--- config.mk ---
export PLATFORM = sky130hd
export DESIGN_NAME = req_arbiter8
export DESIGN_NICKNAME = d
export VERILOG_FILES = /design/src/rtl/req_arbiter8.sv
export SDC_FILE = /design/constraint.sdc
export NUM_CORES = 1
export LEC_CHECK = 0
export CAP_MARGIN = 20
export CELL_PAD_IN_SITES_DETAIL_PLACEMENT = 1
export CELL_PAD_IN_SITES_GLOBAL_PLACEMENT = 1
export CORE_MARGIN = 1.5
export CORE_UTILIZATION = 40
export CTS_BUF_LIST = sky130_fd_sc_hd__clkbuf_4 sky130_fd_sc_hd__clkbuf_8
export DETAILED_ROUTE_END_ITERATION = 7
export DONT_BUFFER_PORTS = 1
export HOLD_SLACK_MARGIN = 0.03
export PLACE_DENSITY_LB_ADDON = 0.1
export SYNTH_ARGS = -nofsm -noshare
export SYNTH_HDL_FRONTEND = slang
export SYNTH_SLANG_ARGS = --single-unit
--- constraint.sdc ---
create_clock -name iClk -period 5.99 [get_ports iClk]
set_input_delay 1.198 -clock iClk [delete_from_list [all_inputs] [get_ports iClk]]
set_output_delay 1.198 -clock iClk [all_outputs]
set_load 0.05 [all_outputs]
--- src/rtl/req_arbiter8.sv ---
// req_arbiter8: 8-requester arbiter for one shared resource. Selects a winner by
// round-robin (RR_EN=1) or fixed priority with bit 7 highest (RR_EN=0), holds the
// grant until done, withdrawal or hold-limit timeout, and exposes enable-in /
// enable-out for cascading several arbiters.
module req_arbiter8 #(
  parameter int unsigned RR_EN    = 1,
  parameter int unsigned HOLD_MAX = 15,
  parameter int unsigned CNT_W    = 8
) (
  input  logic       iClk,
  input  logic       iRst,
  input  logic       iEI,
  input  logic [7:0] iReq,
  input  logic       iDone,
  output logic [7:0] oGrant,
  output logic [2:0] oGrantIdx,
  output logic       oValid,
  output logic       oPreempt,
  output logic       oEO
);

  localparam int unsigned N         = 8;
  localparam int unsigned IDX_W     = 3;
  localparam int unsigned HOLD_LAST = (HOLD_MAX == 0) ? 0 : HOLD_MAX - 1;
  localparam bit          HOLD_EN   = (HOLD_MAX != 0);
  localparam bit          RR_MODE   = (RR_EN != 0);

  typedef enum logic {
    ST_IDLE  = 1'b0,
    ST_GRANT = 1'b1
  } state_t;

  state_t             r_state;
  state_t             w_state_nxt;

  logic [N-1:0]       r_grant;
  logic [IDX_W-1:0]   r_idx;
  logic               r_valid;
  logic               r_preempt;
  logic               r_eo;
  logic [IDX_W-1:0]   r_ptr;
  logic [CNT_W-1:0]   r_hold_cnt;

  logic [N-1:0]       w_grant_nxt;
  logic [IDX_W-1:0]   w_idx_nxt;
  logic               w_valid_nxt;
  logic               w_preempt_nxt;
  logic               w_eo_nxt;
  logic [IDX_W-1:0]   w_ptr_nxt;
  logic [CNT_W-1:0]   w_hold_cnt_nxt;

  logic [2*N-1:0]     w_req_dbl;
  logic [N-1:0]       w_req_rot;
  logic [IDX_W-1:0]   w_rr_off;
  logic [IDX_W-1:0]   w_rr_idx;
  logic [IDX_W-1:0]   w_fp_idx;
  logic [IDX_W-1:0]   w_sel_idx;
  logic               w_req_any;
  logic               w_start;
  logic               w_release_norm;
  logic               w_timeout;
  logic               w_end;

  // Rotate requests so the pointer position sits at bit 0 for the round-robin search
  assign w_req_dbl = {iReq, iReq};
  assign w_req_rot = w_req_dbl[r_ptr +: N];

  // Round-robin: lowest set bit of the rotated vector is the offset from the pointer
  always_comb begin
    w_rr_off = '0;
    for (int i = N - 1; i >= 0; i--) begin
      if (w_req_rot[i]) w_rr_off = IDX_W'(i);
    end
  end

  // Offset back into absolute index space; 3-bit add wraps mod 8
  assign w_rr_idx = r_ptr + w_rr_off;

  // Fixed priority: highest set request wins
  always_comb begin
    w_fp_idx = '0;
    for (int i = 0; i < N; i++) begin
      if (iReq[i]) w_fp_idx = IDX_W'(i);
    end
  end

  assign w_sel_idx = RR_MODE ? w_rr_idx : w_fp_idx;

  // Arbitration and release conditions
  assign w_req_any      = |iReq;
  assign w_start        = (r_state == ST_IDLE) && iEI && w_req_any;
  assign w_release_norm = iDone || !iReq[r_idx];
  assign w_timeout      = HOLD_EN && (r_hold_cnt == CNT_W'(HOLD_LAST));
  assign w_end          = (r_state == ST_GRANT) && (w_release_norm || w_timeout);

  // State register
  always_ff @(posedge iClk) begin
    if (iRst) begin
      r_state <= ST_IDLE;
    end else begin
      r_state <= w_state_nxt;
    end
  end

  // Next-state logic
  always_comb begin
    w_state_nxt = r_state;
    case (r_state)
      ST_IDLE:  if (w_start) w_state_nxt = ST_GRANT;
      ST_GRANT: if (w_end)   w_state_nxt = ST_IDLE;
      default:               w_state_nxt = ST_IDLE;
    endcase
  end

  // Next values of the registered outputs, pointer and hold counter
  always_comb begin
    w_grant_nxt    = r_grant;
    w_idx_nxt      = r_idx;
    w_valid_nxt    = r_valid;
    w_preempt_nxt  = 1'b0;
    w_ptr_nxt      = r_ptr;
    w_hold_cnt_nxt = r_hold_cnt;
    case (r_state)
      ST_IDLE: begin
        if (w_start) begin
          w_grant_nxt    = N'(1) << w_sel_idx;
          w_idx_nxt      = w_sel_idx;
          w_valid_nxt    = 1'b1;
          w_hold_cnt_nxt = '0;
        end
      end
      ST_GRANT: begin
        if (w_end) begin
          w_grant_nxt   = '0;
          w_idx_nxt     = '0;
          w_valid_nxt   = 1'b0;
          // Preemption only when the timeout alone ended the grant
          w_preempt_nxt = w_timeout && !w_release_norm;
          w_ptr_nxt     = RR_MODE ? (r_idx + IDX_W'(1)) : '0;
        end else if (r_hold_cnt != {CNT_W{1'b1}}) begin
          w_hold_cnt_nxt = r_hold_cnt + CNT_W'(1);
        end
      end
      default: begin
        w_grant_nxt = '0;
        w_idx_nxt   = '0;
        w_valid_nxt = 1'b0;
      end
    endcase
    // Cascade enable: idle next cycle, enabled and nobody asking
    w_eo_nxt = iEI && !w_req_any && (w_state_nxt == ST_IDLE);
  end

  // Output, pointer and hold-counter registers
  always_ff @(posedge iClk) begin
    if (iRst) begin
      r_grant    <= '0;
      r_idx      <= '0;
      r_valid    <= 1'b0;
      r_preempt  <= 1'b0;
      r_eo       <= 1'b0;
      r_ptr      <= '0;
      r_hold_cnt <= '0;
    end else begin
      r_grant    <= w_grant_nxt;
      r_idx      <= w_idx_nxt;
      r_valid    <= w_valid_nxt;
      r_preempt  <= w_preempt_nxt;
      r_eo       <= w_eo_nxt;
      r_ptr      <= w_ptr_nxt;
      r_hold_cnt <= w_hold_cnt_nxt;
    end
  end

  assign oGrant    = r_grant;
  assign oGrantIdx = r_idx;
  assign oValid    = r_valid;
  assign oPreempt  = r_preempt;
  assign oEO       = r_eo;

endmodule
==> results of run 1 <==
-- path summary, 6_finish.rpt --
kind | start | endpoint | slack (ns) | cells past startpoint
worst min register to register | r_hold_cnt[1]$_SDFFE_PP0P_ | r_hold_cnt[1]$_SDFFE_PP0P_ | 0.56 | 2
worst max-delay path | r_ptr[1]$_SDFFE_PP0P_ | oGrant[0]$_SDFFE_PP0P_ | 2.32 | 12
worst max register to register | r_ptr[1]$_SDFFE_PP0P_ | oGrant[0]$_SDFFE_PP0P_ | 2.32 | 12
worst min-delay path | r_hold_cnt[1]$_SDFFE_PP0P_ | r_hold_cnt[1]$_SDFFE_PP0P_ | 0.56 | 2
-- cells by family (layout without fill, tap and decap cells) --
group	after synthesis	count (layout)
AND/OR/NAND/NOR	84	84
AO/OA/AOI/OAI	43	43
flip-flops	26	26
buffers and inverters	18	9
multiplexers	17	17
XOR/XNOR	8	8
adder cells (fa/ha/maj)	6	6
-- state kept, by name, summed over array words and instances (netlist names) --
signal and flops:
oEO 1, oGrant 8, oGrantIdx 3, oPreempt 1, oValid 1, r_hold_cnt 8, r_ptr 3, r_state 1
-- cells in the final DEF (no fill, tap or decap), types with 3 or more instances in the layout --
cell	synthesis	routed
xor2_1	6	6
inv_1	6	6
nand4_1	4	4
ha_1	4	4
a211oi_1	3	3
dfxtp_1	26	26
nand2b_1	3	3
clkbuf_8	0	3
and3_1	5	5
or3_1	3	3
nor2b_1	4	4
mux2_2	4	4
a31oi_1	3	3
nor3b_1	3	3
o21ai_0	8	8
nor2_1	26	26
a21oi_1	5	5
nor3_1	8	8
nand2_1	15	15
mux2i_1	9	9
a32o_1	3	3
-- worst register-to-register path, cell delays in order (launching register included) --
cell and delay (ns):
dfxtp_1 0.91, mux2_2 0.46, or3_1 0.35, a311oi_1 0.29, a21oi_1 0.07, o21a_1 0.17
o21ai_1 0.13, ha_1 0.15, inv_1 0.05, fa_1 0.58, nor2b_1 0.20, nand2_1 0.06
o21ai_0 0.17
-- power by group --
group          internal (mW)  switching, mW
registers              0.181         0.0354
clock network         0.0450         0.0537
logic                 0.0438         0.0503
-- stage by stage --
step / std cells / hold slack [ns] / instance area (µm²) / worst slack [ns]
after floorplan: 202 / 0.494 / 1780 / 2.39
after global placement: 242 / 0.528 / 1780 / 2.28
after detailed placement: 242 / 0.527 / 1780 / 2.19
after CTS: 245 / 0.564 / 1820 / 2.31
after global routing: 245 / 0.613 / 1820 / 2.08
final: 245 / 0.559 / 1820 / 2.32
-- Yosys cell counts, types with 3 or more instances --
cell type  number  share of area
mux2i_1         9          0.051
nor3b_1         3          0.013
o21ai_0         8          0.023
or3_1           3          0.011
ha_1            4          0.028
nor2b_1         4          0.014
mux2_2          4          0.025
clkbuf_1        5          0.011
nand2b_1        3          0.011
a31oi_1         3          0.011
xor2_1          6          0.030
nor2_1         26          0.055
buf_2           4          0.011
dfxtp_1        26           0.29
a21oi_1         5          0.014
a32o_1          3          0.017
a211oi_1        3          0.013
inv_1           6          0.013
nand4_1         4          0.014
nor3_1          8          0.023
and3_1          5          0.018
nand2_1        15          0.032
-- layer usage --
| layer | wire length [µm] | global-route usage | up-vias |
|---|---|---|---|
| li1 | - | - | 731 |
| met1 | 1930 | 0.223 | 716 |
| met2 | 2240 | 0.343 | 28 |
| met3 | 128 | 0.0349 | 2 |
| met4 | 35 | 0.0577 | 0 |
| met5 | 0 | 0 | - |
-- cell type report --
cell class	instances	area (µm²)
Clock buffer	3	41.3
Fill cell	522	2500
Sequential cell	26	520
Tap cell	52	65.1
Multi-Input combinational cell	158	1170
Inverter	6	22.5
==> out/metrics.yaml, run 1 <==
area_delta_synth_final_pct: 2.68
start_kind: "register"
timing.final.crit_share: 0.613
post_synth.cell_area_avg_um2: 8.79
skew_ns: 0.00874
synthMuxAreaShare: 0.131
cts_tree: "done"
grt_pass1_vias: 1530
final_max_slew_viol_count: 0
drive_above_1_share: 0.0829
fin_util: 0.422
fp.dieW_um: 69.6
status: "complete, no violations"
hold_class: "reg -> reg"
clock-sinks: 26
syn_area_mm2: 0.00178
synthSimpleGateAreaFrac: 0.243
dieArea_mm2: 0.00485
routedWlPerCell_um: 17.7
synth-seq-area-share: 0.293
core_area_mm2: 0.00432
gp_congestion: 0.753
crit_chain: "mux2_2, or3_1, a311oi_1, a21oi_1, o21a_1, o21ai_1, ha_1, inv_1, fa_1, nor2b_1, nand2_1, o21ai_0"
synth-edff-count: 0
finalSetupTns_ns: 0
post_cts_buffers: 0
via_per_inst: 6.03
hold_viol: 0
ioPinCount: 26
setup_violations: 0
max_freq_mhz: 272
track_usage: 0.188
max_slew_margin: 0.407
clkTransAtPathRegs_ns: 0.09
htreeDepth: 1
slowest_delay_ns: 0.91
synthArstFlopShare: 0
yosys.area_share.adder: 0.0472
p_per_area_mw_per_mm2: 224
root_buffer: "clkbuf_8"
fp-row-count: 24
rsz0062_at_grt: "false"
critical_path_arrival_ns: 3.86
end_kind: "register"
critical_path_class: "reg -> reg"
chipHeight_um: 69.6
grt_first_pass_wirelength_um: 7410
final_net_count: 212
numCtsBuffers: 3
vias: 1477
synth_top_family_by_area: "simple AND/OR/NAND/NOR gates"
grt_overflow: 0
synth-compound-area-share: 0.190
worst_slew_pin_slew_ns: 0.888
synth_nets: 219
yosysWarnings: 0
clock_path_buffers: 2
min_period_ns: 3.67
dr.first_iter.drc_count: 68
drc_errors: 0
crit_family: "flip-flops"
ir_drop_uv: 80.4
ys_ff_latch: 26
maxCapViolCount: 0
ant_nets: 0
synth_cells: 202
cp_max_fo: 24
io_buffers: 0
ctsHoldBuffers: 0
antenna_found_initial: 0
synth_xor_area_frac: 0.0500
start_util: 0.411
first_pass_iters: 6
grt_max_degree: 27
ys.flop_type: "dfxtp_1"
crit_required_ns: 6.18
diodes: 0
p_leak_nw: 0.619
cts_resized: 0
power_mw: 0.409
synth_cell_types: 59
routed_wl_um: 4330
crit_buf_inv: 1
dp_hpwl_um: 3340
clk_latency_ns: 0.27
crit_slowest_cell: "dfxtp_1"
Power figures use the tool's default switching activity.
==> run 2: changes to the inputs <==
- clock period: 5.99 -> 3.5 ns (I/O delays scaled with it)
==> run 2 against run 1 <==
  * Setup slack worse by 1.9 ns
  * Worst hold slack worse by 0.074 ns
  * Sequential share of layout area decreased by 1.1 points
  * Final cell count up 2.9%
  * Clock power increased to 2.6 times the previous value
  * Fmax grew 20%
  * Wire length increased by 1.4%
  * Count of clock-buffer cells in the layout is the same
  * Largest cell class unchanged
==> out/metrics.yaml, run 2 (synthesis results as in run 1) <==
clkTransAtPathRegs_ns: 0.09  # about the same
seqCellArea_um2: 520  # unchanged
grt_max_degree: 19  # -30%
rsz0062_at_grt: "false"
max_slew_margin: 0.587  # +0.180
gp_congestion: 0.809  # +7.5%
dieArea_mm2: 0.00485  # unchanged
core_area_mm2: 0.00432  # unchanged
max_freq_mhz: 325  # +20%
p_leak_nw: 0.665  # +7.5%
diodes: 0  # unchanged
io_buffers: 0  # unchanged
n_fill_cell: 504  # -3.4%
track_usage: 0.184  # -0.00376
p_int_mw: 0.543  # +100%
fp-row-count: 24  # unchanged
drive_above_1_share: 0.115  # +0.0321
crit_slowest_cell: "fa_1"
critical_path_arrival_ns: 3.25  # -0.61 ns
skew_ns: 0.00394  # -0.00480 ns
fp.dieW_um: 69.6  # unchanged
p_sw_frac: 0.313  # -0.0278
start_util: 0.411  # unchanged
p_clk_frac: 0.318  # +0.077
cts_resized: 0  # unchanged
hold_class: "in -> reg"
clock_path_buffers: 2  # unchanged
comb_power_share: 0.239  # +0.009
dp_hpwl_um: 3370  # +0.87%
switchingPower_mw: 0.248  # +78%
timing.final.crit_share: 0.879  # +0.265
htreeDepth: 1  # unchanged
ioPinCount: 26  # unchanged
dr.first_iter.drc_count: 51  # -25%
root_buffer: "clkbuf_8"
grt_first_pass_wirelength_um: 7410  # unchanged
grt_pass1_vias: 1549  # +1.2%
via_per_inst: 5.99  # -0.67%
slowest_delay_ns: 0.52  # -0.39 ns
end_kind: "register"
post_cts_buffers: 0  # unchanged
critical_path_class: "reg -> reg"
chipHeight_um: 69.6  # unchanged
area_delta_synth_final_pct: 6.91
min_period_ns: 3.07  # -0.600 ns
crit_required_ns: 3.67  # -2.51 ns
routedWlPerCell_um: 17.4  # -1.5%
maxCapViolCount: 0  # unchanged
final_max_slew_viol_count: 0  # unchanged
start_kind: "register"
final_net_count: 218  # +2.8%
ctsHoldBuffers: 0  # unchanged
cts_tree: "done"
hold_viol: 0  # unchanged
antenna_found_initial: 0  # unchanged
p_per_area_mw_per_mm2: 417  # +86%
grt_overflow: 0  # unchanged
first_pass_iters: 4  # -2
multiInputGateArea_mm2: 0.00117  # unchanged
clk_latency_ns: 0.27  # about the same
clock-sinks: 26  # unchanged
cp_max_fo: 6  # -75%
drc_errors: 0  # unchanged
fin_util: 0.439  # +0.0174
ir_drop_uv: 189  # +140%
vias: 1509  # +2.2%
mostFrequentLayoutCells: "nor2_1, dfxtp_1, nand2_1"
routed_wl_um: 4390  # +1.4%
finalSetupTns_ns: 0  # unchanged
seq_power_share: 0.442  # -0.086
numCtsBuffers: 3  # unchanged
status: "complete, no violations"
crit_chain: "buf_4, mux2i_1, nand3b_1, a311oi_1, a21oi_1, o21a_1, o21ai_1, ha_1, inv_1, fa_1, nor2b_1, a32o_1"
setup_violations: 0  # unchanged
worst_slew_pin_slew_ns: 0.619  # -0.269 ns
ant_nets: 0  # unchanged
## run 2: cell types whose count changed in the layout (fill, tap and decap cells not counted), sizes merged
cell / previous run / this run
bufinv: 0 / 1
buf: 0 / 6
## run 2: path summary, 6_finish.rpt
path	start	endpoint	slack [ns]	cells past startpoint
worst max-delay path	r_ptr[1]$_SDFFE_PP0P_	oGrant[4]$_SDFFE_PP0P_	0.43	12
worst min-delay path	iRst	r_ptr[1]$_SDFFE_PP0P_	0.49	1
worst max register to register	r_ptr[1]$_SDFFE_PP0P_	oGrant[4]$_SDFFE_PP0P_	0.43	12
worst min register to register	r_hold_cnt[7]$_SDFFE_PP0P_	r_hold_cnt[7]$_SDFFE_PP0P_	0.56	2
## run 2: layout make-up
cell class	count	area share
clock buffer	3	0.0218
clock inverter	1	0.0158
inverter	6	0.0119
multi-input combinational	158	0.618
sequential	26	0.274
tap	52	0.0343
timing repair buffer	6	0.0237
## run 2: power by group through the flow
stage | Sequential (mW) | Combinational [mW] | Clock, mW
finish | 0.350 | 0.189 | 0.252
global route | 0.352 | 0.207 | 0.266
CTS | 0.350 | 0.191 | 0.253
detailed placement | 0.357 | 0.190 | 0
global placement | 0.356 | 0.185 | 0
floorplan | 0.361 | 0.149 | 0
## run 2: critical path, delay by kind of cell, from the launching register on
family | cells | cell delay [ns]
flip-flops | 1 | 0.38
multiplexers | 1 | 0.45
AND/OR/NAND/NOR | 2 | 0.35
buffers and inverters | 2 | 0.22
adder cells (fa/ha/maj) | 2 | 0.67
AO/OA/AOI/OAI | 5 | 0.92
## run 2: layer usage
layer | vias to the layer above | routed length, µm | global-route usage
met5 | - | 0 | 0
met4 | 0 | 62 | 0.0470
met3 | 6 | 132 | 0.0291
met2 | 28 | 2120 | 0.325
met1 | 733 | 2070 | 0.235
li1 | 742 | - | -
## run 2: metrics by stage
stage / worst slack, ns / area (µm²) / hold slack [ns] / power [mW] / std cells
after floorplan: 0.399 / 1780 / 0.494 / 0.509 / 202
final: 0.425 / 1900 / 0.485 / 0.791 / 252
after global placement: 0.281 / 1830 / 0.526 / 0.541 / 248
after detailed placement: 0.229 / 1830 / 0.529 / 0.547 / 248
after CTS: 0.410 / 1900 / 0.482 / 0.794 / 252
after global routing: 0.206 / 1900 / 0.476 / 0.826 / 252
==> run 3: changes to the inputs <==
- clock period: 3.5 -> 3.25 ns (I/O delays scaled with it)
==> run 3 against run 2 <==
  * Critical path depth increased by 1
  * Cell area grew 0.66%
  * Sequential power increased by 7.4%
  * Final cell count increased by 0.40%
  * Utilization increased by 0.29 points
  * Setup slack got worse by 0.22 ns
  * Fmax up 1.0%
  * Count of clock-buffer cells in the layout rose by 1
  * Global-route usage shrank 0.20 points
  * Via count is 2.3% lower
  * Die area did not move
==> out/metrics.yaml, run 3 (synthesis results as in run 1) <==
grt_first_pass_wirelength_um: 7270  # -1.9%
diodes: 0  # unchanged
start_util: 0.411  # unchanged
fp-row-count: 24  # unchanged
routedWlPerCell_um: 16.8  # -3.2%
worst_slew_pin_slew_ns: 0.528  # -0.0904 ns
p_per_area_mw_per_mm2: 416  # -0.22%
cts_tree: "done"
switchingPower_mw: 0.263  # +6.0%
post_cts_buffers: 0  # unchanged
vias: 1475  # -2.3%
mostFrequentLayoutCells: "nor2_1, dfxtp_1, nand2_1"
clk_latency_ns: 0.28  # about the same
htreeDepth: 1  # unchanged
clock-sinks: 26  # unchanged
ioPinCount: 26  # unchanged
timing.rr.end: "oGrant[4]$_SDFFE_PP0P_"
chipHeight_um: 69.6  # unchanged
regToRegSetupSlack_ns: 0.21  # -0.22 ns
start_kind: "register"
grt_overflow: 0  # unchanged
area_delta_synth_final_pct: 7.61
critical_path_class: "reg -> reg"
hold_start: "iRst"
reg2regPathDepth: 13  # +1
timing.final.crit_share: 0.937  # +0.0580
io_buffers: 0  # unchanged
clock_path_buffers: 2  # unchanged
comb_power_share: 0.259  # +0.020
root_buffer: "clkbuf_8"
p_int_mw: 0.531  # -2.1%
grt_pass1_vias: 1520  # -1.9%
seq_power_share: 0.474  # +0.032
status: "complete, no violations"
min_period_ns: 3.04  # -0.0310 ns
antenna_found_initial: 0  # unchanged
max_freq_mhz: 329  # +1.0%
ant_nets: 0  # unchanged
hold_class: "in -> reg"
end_kind: "register"
p_sw_frac: 0.331  # +0.0175
fin_area_mm2: 0.00191  # +0.66%
hold_viol: 0  # unchanged
final_common_cell: "nor2_1"
track_usage: 0.182  # -0.00202
p_leak_nw: 0.667  # +0.22%
core_area_mm2: 0.00432  # unchanged
finalSetupTns_ns: 0  # unchanged
final_max_slew_viol_count: 0  # unchanged
grt_max_degree: 20  # +1
drc_errors: 0  # unchanged
placed_area_mm2: 0.00183  # +0.41%
ir_drop_uv: 205  # +8.4%
max_slew_margin: 0.647  # +0.0603
numCtsBuffers: 3  # unchanged
gp_congestion: 0.804  # -0.69%
r2r_start: "r_ptr[1]$_SDFFE_PP0P_"
p_clk_frac: 0.268  # -0.050
crit_required_ns: 3.41  # -0.26 ns
drive_above_1_share: 0.134  # +0.0193
ctsHoldBuffers: 0  # unchanged
holdPathEnd: "r_ptr[0]$_SDFFE_PP0P_"
rsz0062_at_grt: "false"
cp_max_fo: 15  # +9
routed_wl_um: 4260  # -2.8%
dp_hpwl_um: 3340  # -0.78%
first_pass_iters: 4  # unchanged
critical_path_arrival_ns: 3.20  # -0.05 ns
dieArea_mm2: 0.00485  # unchanged
holdPathStages: 1  # unchanged
final_net_count: 219  # +0.46%
dr.first_iter.drc_count: 48  # -5.9%
via_per_inst: 5.83  # -2.6%
fp.dieW_um: 69.6  # unchanged
skew_ns: 0.0184  # +0.0144 ns
setup_violations: 0  # unchanged
maxCapViolCount: 0  # unchanged
clkTransAtPathRegs_ns: 0.10  # about the same
==> run 3: area by class of cell <==
| cell class | instances | area (µm²) |
|---|---|---|
| Inverter | 6 | 22.5 |
| Multi-Input combinational cell | 158 | 1190 |
| Timing Repair Buffer | 7 | 56.3 |
| Sequential cell | 26 | 522 |
| Clock buffer | 4 | 55.1 |
| Tap cell | 52 | 65.1 |
| Fill cell | 513 | 2410 |
==> run 3: repair_timing <==
item,4_1_cts,5_1_grt
gates resized for setup,0,5
setup endpoints to repair,0,9
endpoints found under the hold margin,0,0
==> run 3: worst max path at each step <==
stage                     startpoint                endpoint  slack (ns)
2_1_floorplan                iReq[4]  oGrant[4]$_SDFFE_PP0P_        0.20
3_3_place_gp                 iReq[4]  oGrant[4]$_SDFFE_PP0P_         0.1
3_5_place_dp                 iReq[4]  oGrant[4]$_SDFFE_PP0P_        0.06
4_1_cts        r_ptr[1]$_SDFFE_PP0P_  oGrant[4]$_SDFFE_PP0P_        0.18
5_1_grt        r_ptr[1]$_SDFFE_PP0P_  oGrant[0]$_SDFFE_PP0P_        0.01
6_report       r_ptr[1]$_SDFFE_PP0P_  oGrant[4]$_SDFFE_PP0P_        0.21
==> run 3: power by group through the flow <==
stage | combinational (mW) | sequential [mW] | clock (mW)
finish | 0.205 | 0.376 | 0.212
global route | 0.229 | 0.378 | 0.233
CTS | 0.206 | 0.376 | 0.216
detailed placement | 0.205 | 0.383 | 0
global placement | 0.202 | 0.382 | 0
floorplan | 0.160 | 0.389 | 0
==> run 3: metrics by stage <==
stage / hold WS (ns) / total power, mW / instances / utilization / setup slack [ns]
3_3_place_gp: 0.524 / 0.584 / 249 / 0.424 / 0.0984
4_1_cts: 0.429 / 0.797 / 253 / 0.437 / 0.176
3_5_place_dp: 0.527 / 0.588 / 249 / 0.424 / 0.0635
6_report: 0.426 / 0.794 / 253 / 0.442 / 0.206
2_1_floorplan: 0.494 / 0.549 / 202 / - / 0.199
5_1_grt: 0.414 / 0.840 / 253 / 0.442 / 0.0140
==> run 3: worst max-delay path, cell delays in order, from the launching register on <==
cell	delay, ns
dfxtp_1	0.37
buf_4	0.21
buf_6	0.17
mux2_2	0.37
nand2_1	0.07
o21ai_0	0.13
nor3_1	0.22
o21a_1	0.15
o21ai_1	0.07
ha_1	0.18
inv_1	0.06
fa_1	0.48
nor2b_1	0.18
a32o_1	0.27
==> run 3: layer usage <==
layer | GRT usage | wire length [µm] | up-vias
met5 | 0 | 0 | -
met4 | 0.0385 | 38 | 0
met3 | 0.0392 | 134 | 4
met2 | 0.323 | 2090 | 25
met1 | 0.228 | 2000 | 704
li1 | - | - | 742
